==> src/rtl/cnn_mem_pkg.sv <==
// Shared constants for the CNN accelerator feature-memory path.
// Port indices name the fixed requester order seen by the arbiter.
package cnn_mem_pkg;

  localparam int ADDR_W = 12;
  localparam int DATA_W = 32;
  localparam int N_REQ  = 3;

  localparam int PORT_IFETCH = 0;
  localparam int PORT_PE_RD  = 1;
  localparam int PORT_PE_WB  = 2;

  // Width of a port index; never collapses to zero for a single requester.
  function automatic int port_w(input int n);
    return (n > 1) ? $clog2(n) : 1;
  endfunction

endpackage

==> src/rtl/rr_arbiter.sv <==
// Combinational rotate-priority picker: the search starts one past 'last'
// and the first requesting port in that circular order wins (one-hot).
module rr_arbiter
  import cnn_mem_pkg::*;
#(
  parameter int NUM_REQ = N_REQ,
  parameter int IDX_W   = port_w(N_REQ)
) (
  input  logic [NUM_REQ-1:0] req_masked,
  input  logic [IDX_W-1:0]   last,
  output logic [NUM_REQ-1:0] gnt
);

  int idx;

  // Walk from the farthest candidate to the nearest so the nearest overrides.
  always_comb begin
    gnt = '0;
    idx = 0;
    for (int k = NUM_REQ; k >= 1; k--) begin
      idx = (int'(last) + k) % NUM_REQ;
      if (req_masked[idx]) begin
        gnt = '0;
        gnt[idx] = 1'b1;
      end
    end
  end

endmodule

==> src/rtl/feature_mem_arbiter.sv <==
// Single-port feature memory arbiter: round-robin grant with bounded burst
// locking, registered memory interface and a 2-stage read-return tag pipe.
module feature_mem_arbiter
  import cnn_mem_pkg::*;
#(
  parameter int ADDR_W   = cnn_mem_pkg::ADDR_W,
  parameter int DATA_W   = cnn_mem_pkg::DATA_W,
  parameter int N_REQ    = cnn_mem_pkg::N_REQ,
  parameter int MAX_LOCK = 16
) (
  input  logic                      clk,
  input  logic                      reset,
  input  logic [N_REQ-1:0]          req,
  input  logic [N_REQ-1:0]          we,
  input  logic [N_REQ-1:0]          lock,
  input  logic [N_REQ*ADDR_W-1:0]   addr,
  input  logic [N_REQ*DATA_W-1:0]   wdata,
  output logic [N_REQ-1:0]          gnt,
  output logic [N_REQ-1:0]          rvalid,
  output logic [DATA_W-1:0]         rdata,
  output logic [ADDR_W-1:0]         feature_addr,
  output logic [DATA_W-1:0]         feature_data,
  output logic                      feature_mem_en,
  input  logic [DATA_W-1:0]         feature_idata
);

  localparam int PORT_W = port_w(N_REQ);
  localparam int CNT_W  = $clog2(MAX_LOCK + 1);

  // Handshake: a requester holds req and its payload until the posedge where
  // req[i] & gnt[i]; that edge is the acceptance. rvalid has no back-pressure.

  logic [PORT_W-1:0] last;
  logic [PORT_W-1:0] owner;
  logic              owner_valid;
  logic [CNT_W-1:0]  lock_cnt;

  logic [N_REQ-1:0]  req_masked;
  logic [N_REQ-1:0]  gnt_pick;
  logic              owner_holds;
  logic              accept;
  logic [PORT_W-1:0] acc_port;
  logic [CNT_W-1:0]  next_cnt;
  logic              lock_expire;

  logic              tag1_valid, tag2_valid;
  logic [PORT_W-1:0] tag1_port, tag2_port;

  // A live owner masks every other requester; a dropped owner unmasks at once.
  assign owner_holds = owner_valid && req[owner];

  always_comb begin
    req_masked = req;
    if (owner_holds) begin
      req_masked        = '0;
      req_masked[owner] = 1'b1;
    end
  end

  rr_arbiter #(
    .NUM_REQ (N_REQ),
    .IDX_W   (PORT_W)
  ) u_rr_arbiter (
    .req_masked (req_masked),
    .last       (last),
    .gnt        (gnt_pick)
  );

  assign gnt    = reset ? '0 : gnt_pick;
  assign accept = |(gnt & req);

  always_comb begin
    acc_port = '0;
    for (int i = 0; i < N_REQ; i++) begin
      if (gnt[i]) acc_port = PORT_W'(i);
    end
  end

  assign next_cnt    = (owner_valid && owner == acc_port) ? lock_cnt + 1'b1 : CNT_W'(1);
  assign lock_expire = (next_cnt == CNT_W'(MAX_LOCK));

  always_ff @(posedge clk) begin
    if (reset) begin
      last           <= PORT_W'(N_REQ - 1);
      owner          <= '0;
      owner_valid    <= 1'b0;
      lock_cnt       <= '0;
      feature_addr   <= '0;
      feature_data   <= '0;
      feature_mem_en <= 1'b0;
      tag1_valid     <= 1'b0;
      tag1_port      <= '0;
      tag2_valid     <= 1'b0;
      tag2_port      <= '0;
      rdata          <= '0;
    end else begin
      feature_mem_en <= 1'b0;
      tag1_valid     <= 1'b0;
      if (accept) begin
        last         <= acc_port;
        feature_addr <= addr[acc_port*ADDR_W +: ADDR_W];
        if (we[acc_port]) begin
          feature_data   <= wdata[acc_port*DATA_W +: DATA_W];
          feature_mem_en <= 1'b1;
        end else begin
          tag1_valid <= 1'b1;
          tag1_port  <= acc_port;
        end
        // The accepting port still becomes 'last' when its lock expires, so
        // the next arbitration favours everyone else.
        if (lock[acc_port] && !lock_expire) begin
          owner       <= acc_port;
          owner_valid <= 1'b1;
          lock_cnt    <= next_cnt;
        end else begin
          owner_valid <= 1'b0;
          lock_cnt    <= '0;
        end
      end else if (owner_valid && !req[owner]) begin
        owner_valid <= 1'b0;
        lock_cnt    <= '0;
      end
      tag2_valid <= tag1_valid;
      tag2_port  <= tag1_port;
      if (tag1_valid) rdata <= feature_idata;
    end
  end

  always_comb begin
    rvalid = '0;
    if (tag2_valid && !reset) rvalid[tag2_port] = 1'b1;
  end

endmodule

==> config.mk <==
export PLATFORM = sky130hd
export DESIGN_NAME = feature_mem_arbiter
export DESIGN_NICKNAME = d
export VERILOG_FILES = /design/src/rtl/cnn_mem_pkg.sv /design/src/rtl/rr_arbiter.sv /design/src/rtl/feature_mem_arbiter.sv
export SDC_FILE = /design/constraint.sdc
export NUM_CORES = 1
export LEC_CHECK = 0
export ABC_AREA = 1
export BUFFER_PORTS_ARGS = -buffer_cell sky130_fd_sc_hd__buf_2
export CORE_MARGIN = 3
export CORE_UTILIZATION = 30
export CTS_CLUSTER_SIZE = 25
export DETAILED_ROUTE_END_ITERATION = 7
export MAX_ROUTING_LAYER = met4
export SYNTH_ARGS = -nofsm -noshare
export SYNTH_HDL_FRONTEND = slang
export SYNTH_HIERARCHICAL = 1
export SYNTH_SLANG_ARGS = --single-unit
export TNS_END_PERCENT = 50
==> constraint.sdc <==
create_clock -name clk -period 3.7 [get_ports clk]
set_input_delay 0.185 -clock clk [delete_from_list [all_inputs] [get_ports clk]]
set_output_delay 0.185 -clock clk [all_outputs]
set_load 0.1 [all_outputs]
==> flow_results.xml <==
<?xml version="1.0" encoding="UTF-8"?>
<metrics>
  <group name="min_path">
    <metric name="worst_hold_path_type" unit="">input port to register</metric>
  </group>
  <group name="grt">
    <metric name="maximum_number_of_pins_on_one_net_before_global_route_repair" unit="">74</metric>
    <metric name="grt_use_total" unit="%">17.88</metric>
    <metric name="grt_pass1_vias" unit="">4907</metric>
    <metric name="grt-ovfl-total" unit="">0</metric>
    <metric name="grt_pass1_wl" unit="um">24800</metric>
    <metric name="number_of_antenna_violations_at_the_first_check_in_global_routing" unit="">0</metric>
  </group>
  <group name="sta">
    <metric name="slew_headroom" unit="%">32.00</metric>
    <metric name="tightest_slew" unit="ps">1019</metric>
    <metric name="drv_slew" unit="">0</metric>
    <metric name="worst_clock_skew" unit="ps">9.161</metric>
    <metric name="setup_ws" unit="ps">337.4</metric>
    <metric name="period_minus_slack" unit="ps">3363</metric>
    <metric name="hold_viol" unit="">0</metric>
    <metric name="final-setup-viol-count" unit="">0</metric>
    <metric name="achievable-frequency" unit="MHz">297.4</metric>
    <metric name="period_utilization" unit="%">90.88</metric>
  </group>
  <group name="setup_path">
    <metric name="worstPathMaxFanout" unit="">35</metric>
    <metric name="critical_path_class" unit="">register to register</metric>
    <metric name="cp_cell_sequence" unit="">inv_1, nand3_1, o21ai_0, nand2_1, inv_1, nand3_1, o21ai_0, buf_4, inv_1, nand2_1, nand3_1, nand2_1, nand3_1, a21oi_4, nand2_4, nor2_4, buf_12, o21ai_0, a21oi_4, nand2_4, nor2_1, nor2_2</metric>
    <metric name="worst_setup_path_end_kind" unit="">register</metric>
    <metric name="critical-path-slowest-cell" unit="">dfxtp_1</metric>
    <metric name="crit_top_cell" unit="">nand3_1</metric>
    <metric name="worst-endpoint-arrival" unit="ps">3600</metric>
    <metric name="slowest_delay" unit="ps">350</metric>
    <metric name="worst_setup_path_start_kind" unit="">register</metric>
    <metric name="required" unit="ps">3940</metric>
  </group>
  <group name="synth">
    <metric name="synthCells" unit="">666</metric>
    <metric name="synth_area" unit="um^2">4792</metric>
    <metric name="yosysUniqueCellTypes" unit="">41</metric>
    <metric name="mean_instance_size_in_the_synthesized_netlist" unit="um^2">7.195</metric>
    <metric name="ys_seq_elements" unit="">93</metric>
    <metric name="synth_seq_area_share" unit="%">38.85</metric>
    <metric name="mappedNetlistNets" unit="">846</metric>
    <metric name="yosys_warnings" unit="">6</metric>
  </group>
  <group name="placement">
    <metric name="place.gp.congestion" unit="">0.8534</metric>
    <metric name="detailed_place_hpwl" unit="um">11630</metric>
    <metric name="dpl_worst_slack" unit="ps">224.7</metric>
    <metric name="dpl_cell_area" unit="um^2">6266</metric>
    <metric name="place.port_buffers" unit="">257</metric>
  </group>
  <group name="floorplan">
    <metric name="die_height" unit="um">132.4</metric>
    <metric name="i_o_pins" unit="">258</metric>
    <metric name="rows" unit="">45</metric>
    <metric name="floorplan_core_area" unit="um^2">15430</metric>
    <metric name="dieArea" unit="um^2">17530</metric>
    <metric name="dieWidth" unit="um">132.4</metric>
    <metric name="floorplan.initialDensity" unit="%">31.06</metric>
  </group>
  <group name="run">
    <metric name="timing.max_cap.violations" unit="">0</metric>
  </group>
  <group name="clock_tree">
    <metric name="clk_pin_slew" unit="ps">70</metric>
    <metric name="cts.root.buffer_cell" unit="">clkbuf_16</metric>
    <metric name="htree_num_levels" unit="">3</metric>
    <metric name="inserted_clock_buffers" unit="">9</metric>
    <metric name="clock_insertion_delay_worst_skew" unit="ps">350</metric>
    <metric name="clk_path_buf_depth" unit="">2</metric>
    <metric name="cts-hold-fix-buffers" unit="">0</metric>
    <metric name="tritoncts" unit="">built</metric>
    <metric name="cts_sinks" unit="">93</metric>
  </group>
  <group name="layout">
    <metric name="fillers" unit="">1674</metric>
    <metric name="drive_above_1_share" unit="%">37.29</metric>
    <metric name="fin_area" unit="um^2">6589</metric>
    <metric name="num_antenna_cells" unit="">0</metric>
    <metric name="number_of_nets_in_the_layout" unit="">1084</metric>
    <metric name="flow.area_growth_from_synthesis" unit="%">37.49</metric>
    <metric name="layout.cells.most_common" unit="">buf_2</metric>
    <metric name="mostFrequentLayoutCells" unit="">256 x buf_2, 131 x nor2_1, 119 x nand2_1</metric>
  </group>
  <group name="detailed_routing">
    <metric name="vias_per_cell" unit="">4.704</metric>
    <metric name="drc_violation_count_after_routing" unit="">0</metric>
    <metric name="detailroute.via_count" unit="">5269</metric>
    <metric name="drt_wl_total" unit="um">15790</metric>
    <metric name="drtIter0Drc" unit="">237</metric>
    <metric name="wl_per_cell" unit="um">14.10</metric>
    <metric name="antenna_violating_nets_post_route" unit="">0</metric>
    <metric name="detailedRoute.firstPassIterationCount" unit="">4</metric>
  </group>
  <group name="run_status">
    <metric name="run_status" unit="">complete, no violations</metric>
  </group>
</metrics>
cells in the mapped netlist:
master | count | area [um^2]
a211oi_2 | 11 | 137.6
a21boi_1 | 1 | 7.510
a21oi_1 | 11 | 55.05
a21oi_2 | 2 | 17.52
a21oi_4 | 1 | 16.27
a31oi_1 | 21 | 131.4
a41oi_1 | 7 | 61.31
a41oi_2 | 3 | 48.80
buf_1 | 2 | 7.510
buf_2 | 8 | 40.04
buf_4 | 8 | 60.06
buf_6 | 4 | 45.04
clkbuf_1 | 21 | 78.83
clkbuf_2 | 1 | 5.000
dfxtp_1 | 93 | 1862
ha_1 | 5 | 62.56
inv_1 | 29 | 108.9
inv_2 | 3 | 11.26
inv_4 | 2 | 12.51
inv_6 | 1 | 8.760
nand2_1 | 119 | 446.7
nand2_2 | 5 | 31.28
nand2_4 | 4 | 45.04
nand3_1 | 39 | 195.2
nand3_2 | 6 | 60.06
nand3_4 | 2 | 35.03
nand4_1 | 2 | 12.51
nor2_1 | 132 | 495.5
nor2_2 | 3 | 18.77
nor2_4 | 3 | 33.78
nor2_8 | 1 | 20.02
nor3_1 | 3 | 15.01
o211ai_1 | 1 | 7.510
o21a_1 | 8 | 60.06
o21ai_0 | 82 | 410.4
o21ai_1 | 15 | 75.07
o21ai_2 | 1 | 8.760
o21bai_1 | 1 | 7.510
o31ai_1 | 2 | 15.01
or2_2 | 2 | 12.51
xor2_1 | 1 | 8.760
through the flow:
step / utilization (%) / TNS [ps] / hold slack, ps / instances
2_1_floorplan: - / 0 / 319.9 / 666
3_3_place_gp: 40.62 / 0 / 407.6 / 1104
3_5_place_dp: 40.62 / 0 / 413.1 / 1104
4_1_cts: 42.53 / 0 / 42.70 / 1120
5_1_grt: 42.71 / -13.27 / 47.93 / 1120
6_report: 42.71 / 0 / 55.32 / 1120
final cells by class:
| type | instances | area (um^2) | area share [%] |
|---|---|---|---|
| tap | 211 | 264.0 | 4.007 |
| multi-input combinational | 494 | 2580 | 39.16 |
| clock inverter | 5 | 42.54 | 0.6457 |
| timing repair buffer | 271 | 1444 | 21.91 |
| clock buffer | 11 | 252.7 | 3.836 |
| inverter | 35 | 143.9 | 2.184 |
| sequential | 93 | 1862 | 28.26 |
kinds of logic (layout without fill, tap and decap cells):
logic type / after synthesis / in the layout / share of synthesized area (%)
simple gates: 321 / 321 / 29.66
compound gates: 167 / 167 / 22.12
flops: 93 / 93 / 38.85
buf+inv: 79 / 322 / 7.885
fa+ha+maj: 5 / 5 / 1.305
xor+xnor: 1 / 1 / 0.1828
final timing paths:
check | start | end | slack, ps | cells past startpoint
worst min-delay path | feature_idata[7] | rdata[7]$_SDFFE_PP0P_ | 60 | 3
worst max register to register | owner[0]$_SDFFE_PP0P_ | owner[1]$_SDFFE_PP0P_ | 340 | 22
worst min register to register | tag1_port[0]$_SDFFE_PP0P_ | tag2_port[0]$_SDFF_PP0_ | 420 | 2
worst max-delay path | owner[0]$_SDFFE_PP0P_ | owner[1]$_SDFFE_PP0P_ | 340 | 22
worst max-delay path, delay by kind of cell, from the launching register on:
family          cells  cell delay, ps
compound gates      5             900
simple gates       12            1260
buf+inv             5             740
flops               1             350
registers in the layout (all words and copies together), names as in the netlist, 2 cells and up:
signal,flops
feature_addr,12
owner,2
tag2_port,2
feature_data,32
last,2
rdata,32
lock_cnt,5
tag1_port,2
metal layers:
layer  routed length [um]  GRT usage [%]  vias to the layer above
met4                  312          6.293                        0
met1                 6876          22.12                     2387
met5                    0              -                        -
met2                 7675          29.10                      169
met3                  924          3.550                       23
li1                     -              -                     2690
what timing repair did:
| item | CTS | global route |
|---|---|---|
| buffers inserted | 0 | 0 |
| resized for setup | 0 | 5 |
| endpoints found under the setup margin | 0 | 35 |
Power is left out: the tool's default activity adds up to more than one toggle a clock period on the data nets, which glitch-free logic cannot reach.
